$ cat src/rtl/trap_sequencer.sv
// rtl/trap_sequencer.sv - machine-mode trap/mret sequencer: accept, flush, write mepc/mcause/mtval, redirect
module trap_sequencer #(
  parameter int          FLUSH_CYCLES = 3,
  parameter logic [11:0] CSR_MEPC     = 12'h341,
  parameter logic [11:0] CSR_MCAUSE   = 12'h342,
  parameter logic [11:0] CSR_MTVAL    = 12'h343
) (
  input  logic        clk,
  input  logic        rst,
  input  logic        stall,
  input  logic        illegal_ops_ex,
  input  logic        ebreak_ex,
  input  logic        ecall_ex,
  input  logic        mret_ex,
  input  logic [31:0] pc_ex,
  input  logic [31:0] inst_ex,
  input  logic        ext_irq,
  input  logic        tmr_irq,
  input  logic        csr_mstatus_mie,
  input  logic        csr_meie,
  input  logic        csr_mtie,
  input  logic [31:0] csr_mtvec,
  input  logic [31:0] csr_mepc,
  output logic        g_exception,
  output logic        pipe_flush,
  output logic        trap_busy,
  output logic        csr_we,
  output logic [11:0] csr_waddr,
  output logic [31:0] csr_wdata,
  output logic        mie_clear,
  output logic        mie_restore,
  output logic        pc_redirect,
  output logic [31:0] pc_target
);

  typedef enum logic [2:0] {
    S_IDLE, S_FLUSH, S_W_EPC, S_W_CAUSE, S_W_TVAL, S_REDIR
  } state_t;

  localparam logic [3:0] FLUSH_LAST = 4'(FLUSH_CYCLES - 1);

  state_t      state_q, state_d;
  logic [3:0]  cnt_q, cnt_d;
  logic        mret_q, mret_d;
  logic [31:0] cause_q, cause_d;
  logic [31:0] epc_q, epc_d;
  logic [31:0] tval_q, tval_d;
  logic [31:0] target_q, target_d;

  logic        eirq, tirq, is_trap, accept, take_trap, take_mret;
  logic        ev_intr;
  logic [31:0] ev_cause, ev_tval, ev_target, vec_base;

  assign eirq      = ext_irq & csr_meie & csr_mstatus_mie;
  assign tirq      = tmr_irq & csr_mtie & csr_mstatus_mie;
  assign is_trap   = eirq | tirq | illegal_ops_ex | ebreak_ex | ecall_ex;
  assign accept    = (state_q == S_IDLE) & ~stall & ~rst;
  assign take_trap = accept & is_trap;
  assign take_mret = accept & ~is_trap & mret_ex;
  assign g_exception = take_trap;

  // Fixed priority chain: interrupts first, then EX exceptions
  always_comb begin
    ev_intr  = 1'b0;
    ev_cause = 32'd0;
    ev_tval  = 32'd0;
    if (eirq) begin
      ev_intr  = 1'b1;
      ev_cause = 32'h8000_000B;
    end else if (tirq) begin
      ev_intr  = 1'b1;
      ev_cause = 32'h8000_0007;
    end else if (illegal_ops_ex) begin
      ev_cause = 32'd2;
      ev_tval  = inst_ex;
    end else if (ebreak_ex) begin
      ev_cause = 32'd3;
      ev_tval  = pc_ex;
    end else if (ecall_ex) begin
      ev_cause = 32'd11;
    end
  end

  assign vec_base  = {csr_mtvec[31:2], 2'b00};
  assign ev_target = (ev_intr && csr_mtvec[1:0] == 2'b01)
                   ? vec_base + {25'd0, ev_cause[4:0], 2'b00} : vec_base;

  always_ff @(posedge clk) begin
    if (rst) begin
      state_q  <= S_IDLE;
      cnt_q    <= 4'd0;
      mret_q   <= 1'b0;
      cause_q  <= 32'd0;
      epc_q    <= 32'd0;
      tval_q   <= 32'd0;
      target_q <= 32'd0;
    end else begin
      state_q  <= state_d;
      cnt_q    <= cnt_d;
      mret_q   <= mret_d;
      cause_q  <= cause_d;
      epc_q    <= epc_d;
      tval_q   <= tval_d;
      target_q <= target_d;
    end
  end

  always_comb begin
    state_d  = state_q;
    cnt_d    = cnt_q;
    mret_d   = mret_q;
    cause_d  = cause_q;
    epc_d    = epc_q;
    tval_d   = tval_q;
    target_d = target_q;
    case (state_q)
      S_IDLE: begin
        if (take_trap || take_mret) begin
          state_d  = S_FLUSH;
          cnt_d    = 4'd0;
          mret_d   = take_mret;
          cause_d  = ev_cause;
          epc_d    = pc_ex;
          tval_d   = ev_tval;
          target_d = take_mret ? csr_mepc : ev_target;
        end
      end
      S_FLUSH: begin
        if (cnt_q == FLUSH_LAST) state_d = mret_q ? S_REDIR : S_W_EPC;
        else                     cnt_d   = cnt_q + 4'd1;
      end
      S_W_EPC:   state_d = S_W_CAUSE;
      S_W_CAUSE: state_d = S_W_TVAL;
      S_W_TVAL:  state_d = S_REDIR;
      S_REDIR:   state_d = S_IDLE;
      default:   state_d = S_IDLE;
    endcase
  end

  always_comb begin
    pipe_flush  = 1'b0;
    trap_busy   = (state_q != S_IDLE);
    csr_we      = 1'b0;
    csr_waddr   = 12'd0;
    csr_wdata   = 32'd0;
    mie_clear   = 1'b0;
    mie_restore = 1'b0;
    pc_redirect = 1'b0;
    pc_target   = 32'd0;
    case (state_q)
      S_FLUSH: begin
        pipe_flush  = 1'b1;
        mie_clear   = (cnt_q == 4'd0) & ~mret_q;
        mie_restore = (cnt_q == 4'd0) &  mret_q;
      end
      S_W_EPC: begin
        csr_we    = 1'b1;
        csr_waddr = CSR_MEPC;
        csr_wdata = epc_q;
      end
      S_W_CAUSE: begin
        csr_we    = 1'b1;
        csr_waddr = CSR_MCAUSE;
        csr_wdata = cause_q;
      end
      S_W_TVAL: begin
        csr_we    = 1'b1;
        csr_waddr = CSR_MTVAL;
        csr_wdata = tval_q;
      end
      S_REDIR: begin
        pipe_flush  = 1'b1;
        pc_redirect = 1'b1;
        pc_target   = target_q;
      end
      default: ;
    endcase
  end

endmodule

$ cat config.mk
export PLATFORM = sky130hd
export DESIGN_NAME = trap_sequencer
export DESIGN_NICKNAME = d
export VERILOG_FILES = /design/src/rtl/trap_sequencer.sv
export SDC_FILE = /design/constraint.sdc
export NUM_CORES = 1
export LEC_CHECK = 0
export ABC_AREA = 1
export ABC_CLOCK_PERIOD_IN_PS = 6300
export BUFFER_PORTS_ARGS = -buffer_cell sky130_fd_sc_hd__buf_2
export CAP_MARGIN = 20
export CELL_PAD_IN_SITES_DETAIL_PLACEMENT = 1
export CELL_PAD_IN_SITES_GLOBAL_PLACEMENT = 1
export CORE_ASPECT_RATIO = 1.2
export CORE_UTILIZATION = 37
export DETAILED_ROUTE_END_ITERATION = 8
export HOLD_SLACK_MARGIN = 0.02
export PLACE_DENSITY = 0.83
export SLEW_MARGIN = 20
export SYNTH_ARGS = -nofsm -noshare
export SYNTH_HDL_FRONTEND = slang
export SYNTH_SLANG_ARGS = --single-unit
$ cat constraint.sdc
create_clock -name clk -period 6.3 [get_ports clk]
set_input_delay 1.89 -clock clk [delete_from_list [all_inputs] [get_ports clk]]
set_output_delay 1.89 -clock clk [all_outputs]
set_load 0.1 [all_outputs]
==> results.md <==
- Worst setup margin: 1.35 ns
- Endpoints failing setup: 0
- Final ANT Viol Nets: 0
- Root buf cell: clkbuf_16
- Initial core utilization: 38.2%
- Full die area: 0.0181 mm2
- Num CTS Buffers: 9
- Initial drt markers: 350
- DRC errors left: 0
- Relative slew slack: 38.2%
- 1st-pass router iterations: 5
- H-tree depth: 3
- # fillers: 2348
- Top cells by area, synth: dfxtp_1 33%, nand2_1 10%, nor2_1 9.3%
- Top cell type by total area after synthesis: dfxtp_1
- Max-cap viol count: 0
- Fraction of layout cells with a size suffix above 1: 24.1%
- Fin crit period: 4.95 ns
- CTS tree: built
- Chip Width: 123 um
- YS warnings: 0
- Initial antenna violation count: 4
- Die Y: 147 um
- CP Capture Type: primary output
- Dpl ws: 1.36 ns
- Adder-cell share of the synthesized area: 1.65%
- R2R Path End: target_q[11]$_SDFFE_PP0P_
- Worst-path fanout max: 18
- Final wirelength: 23000 um
- Routed length per placed instance: 16.5 um
- Final hold vios: 0
- Syn-to-layout area delta: 22.2%
- Clock Tree Buf Depth: 2
- Clock slew at reported path FFs: 0.08 ns
- Reg2reg path depth: 10
- Final Max Slew Viols: 0
- Worst vdd ir: 0.126 mV
- Dpl hpwl: 17000 um
- Static Leak: 3.76 nW
- Synthesized-area fraction occupied by and/or/nand/nor cells: 27.2%
- Slowest cell on the critical path: nor2_1
- Top cells by count, synth: 181 x nand2_1, 161 x nor2_1, 136 x inv_1
- Seq/Total Area, Yosys: 33.5%
- Crit-path cells: buf_2 > nor2_1 > nand2_2 > nor2_1 > buf_12
- Worst hold path type: flip-flop to flip-flop
- Crit-path max cell delay: 0.32 ns
- Critical path class: primary input to primary output
- Tot GR Track Use: 25.4%
- Seq cells post-synth: 109
- Hold WS: 0.463 ns
- Placer Congestion: 0.889
- Layout Nets: 1317
- Main combinational cell family by area after synthesis: simple AND/OR/NAND/NOR gates
- Crit start category: primary input
- Main synth FF type: dfxtp_1
- First-pass GRT wire length: 35700 um
- Total grt overflow: 0
- Setup crit end: g_exception
- Cells after Synth: 989
- Setup tns final: 0 ns
- Arr. time, crit path: 3.06 ns
- Via count: 7178
- I/O pin count: 223
- Compound-Gate Fraction of Synth Area: 22.7%
- Pwr/cell area: 217 mW/mm2
- Post-synthesis mux area share: 0%
- RSZ-0062 raised after global routing: false
- Syn avg cell area: 6.59 um2
- Synth Area in XOR/XNOR: 1.34%
- Sink Count: 109
- Post-CTS Hold Fix Bufs: 0
- RR Startpoint: state_q[0]$_SDFFE_PP0P_
- Vias in the first global route: 7237
- Fin crit share: 78.6%
- PortBufs: 215
- Most common cell in the netlist: nand2_1
- R2R Setup Slk: 3.65 ns
- Worst Max-Slew Pin Slew: 0.926 ns
- Pin count of the biggest net entering global routing: 68
- Synth top area share: 33.5%
- FFs w/ async S/R, synth: 0%
- Post-CTS setup buffers: 0
- Final Util: 46.7%
- Max Freq: 0.202 GHz
- Number of synthesized flops with an enable pin: 0
- Synth unique cells: 42
- Post-CTS sizing: 0
- Overall power: 1.72 mW
- Worst Setup SP: rst
- Mapped Area: 0.00651 mm2
- Status: completed
- Required @ worst endpoint: 4.41 ns
- Worst path most repeated cell: nor2_1
- Routed vias/inst: 5.15
- Core footprint: 0.0170 mm2
- Clock Skews: 0.00974 ns
- FP Rows: 52
- Worst-skew pair later-pin latency: 0.37 ns
[sequential cells by signal (all words and copies together) (netlist names)]
| register | flops |
|---|---|
| state_q | 3 |
| epc_q | 32 |
| tval_q | 32 |
| target_q | 32 |
| cause_q | 5 |
| cnt_q | 4 |
| mret_q | 1 |
[report_power, final]
group | leakage [nW] | internal [mW] | switching (mW)
clock network | 0.148 | 0.284 | 0.308
registers | 0.894 | 0.742 | 0.0230
logic | 2.72 | 0.112 | 0.254
[final cells by class]
type	instances	area [um2]	area share, %
Inverter	143	537	6.74
Timing Repair Buffer	224	1180	14.8
Clock buffer	9	225	2.83
Clock inverter	7	78.8	0.990
Sequential cell	109	2180	27.4
Tap cell	216	270	3.40
Multi-Input combinational cell	682	3480	43.7
Antenna cell	3	7.51	0.0943
[cells by family (layout without fill, tap and decap cells)]
group	count (synthesis)	count (layout)
XOR/XNOR	10	10
flip-flops	109	109
AND/OR/NAND/NOR	428	428
AO/OA/AOI/OAI	229	229
buffers and inverters	204	383
other	1	10
adder cells (fa/ha/maj)	8	8
[placed cells by master, fill, tap and decap left out, drive strengths merged, types with 3 or more instances in the layout]
cell	Yosys	layout
o32ai	27	27
xor2	9	9
or2	6	6
clkbuf	31	9
nand3	42	42
diode	0	3
buf	30	224
o21ai	113	113
ha	7	7
nand2	184	184
o2111ai	5	5
conb	1	7
nand4	14	14
clkinv	1	5
inv	142	145
a21oi	63	63
nor2	166	166
o211ai	10	10
a31oi	4	4
dfxtp	109	109
nor3	13	13
[critical path, delay by kind of cell]
kind / cells / cell delay (ns)
buffers and inverters: 2 / 0.46
AND/OR/NAND/NOR: 3 / 0.69
[layer usage]
layer	GRT usage [%]	up-vias	wire, um
li1	-	3549	-
met1	29.2	3398	9500
met2	46.2	193	12000
met3	2.95	36	958
met4	11.1	2	570
met5	0	-	15
[worst min path at each step]
| stage | startpoint | endpoint | slack, ns | depth (start not counted) |
|---|---|---|---|---|
| after floorplan | target_q[27]$_SDFFE_PP0P_ | target_q[27]$_SDFFE_PP0P_ | 0.43 | 2 |
| after global placement | target_q[28]$_SDFFE_PP0P_ | target_q[28]$_SDFFE_PP0P_ | 0.44 | 2 |
| after detailed placement | target_q[1]$_SDFFE_PP0P_ | target_q[1]$_SDFFE_PP0P_ | 0.46 | 2 |
| after CTS | target_q[1]$_SDFFE_PP0P_ | target_q[1]$_SDFFE_PP0P_ | 0.47 | 2 |
| after global routing | target_q[1]$_SDFFE_PP0P_ | target_q[1]$_SDFFE_PP0P_ | 0.49 | 2 |
| final | target_q[28]$_SDFFE_PP0P_ | target_q[28]$_SDFFE_PP0P_ | 0.46 | 2 |
[per-stage QoR]
stage | instances | instance area, um2
6_report | 1393 | 7960
5_1_grt | 1393 | 7960
4_1_cts | 1389 | 7920
3_5_place_dp | 1373 | 7620
3_3_place_gp | 1373 | 7620
2_1_floorplan | 995 | 6540
Power figures use the tool's default switching activity.
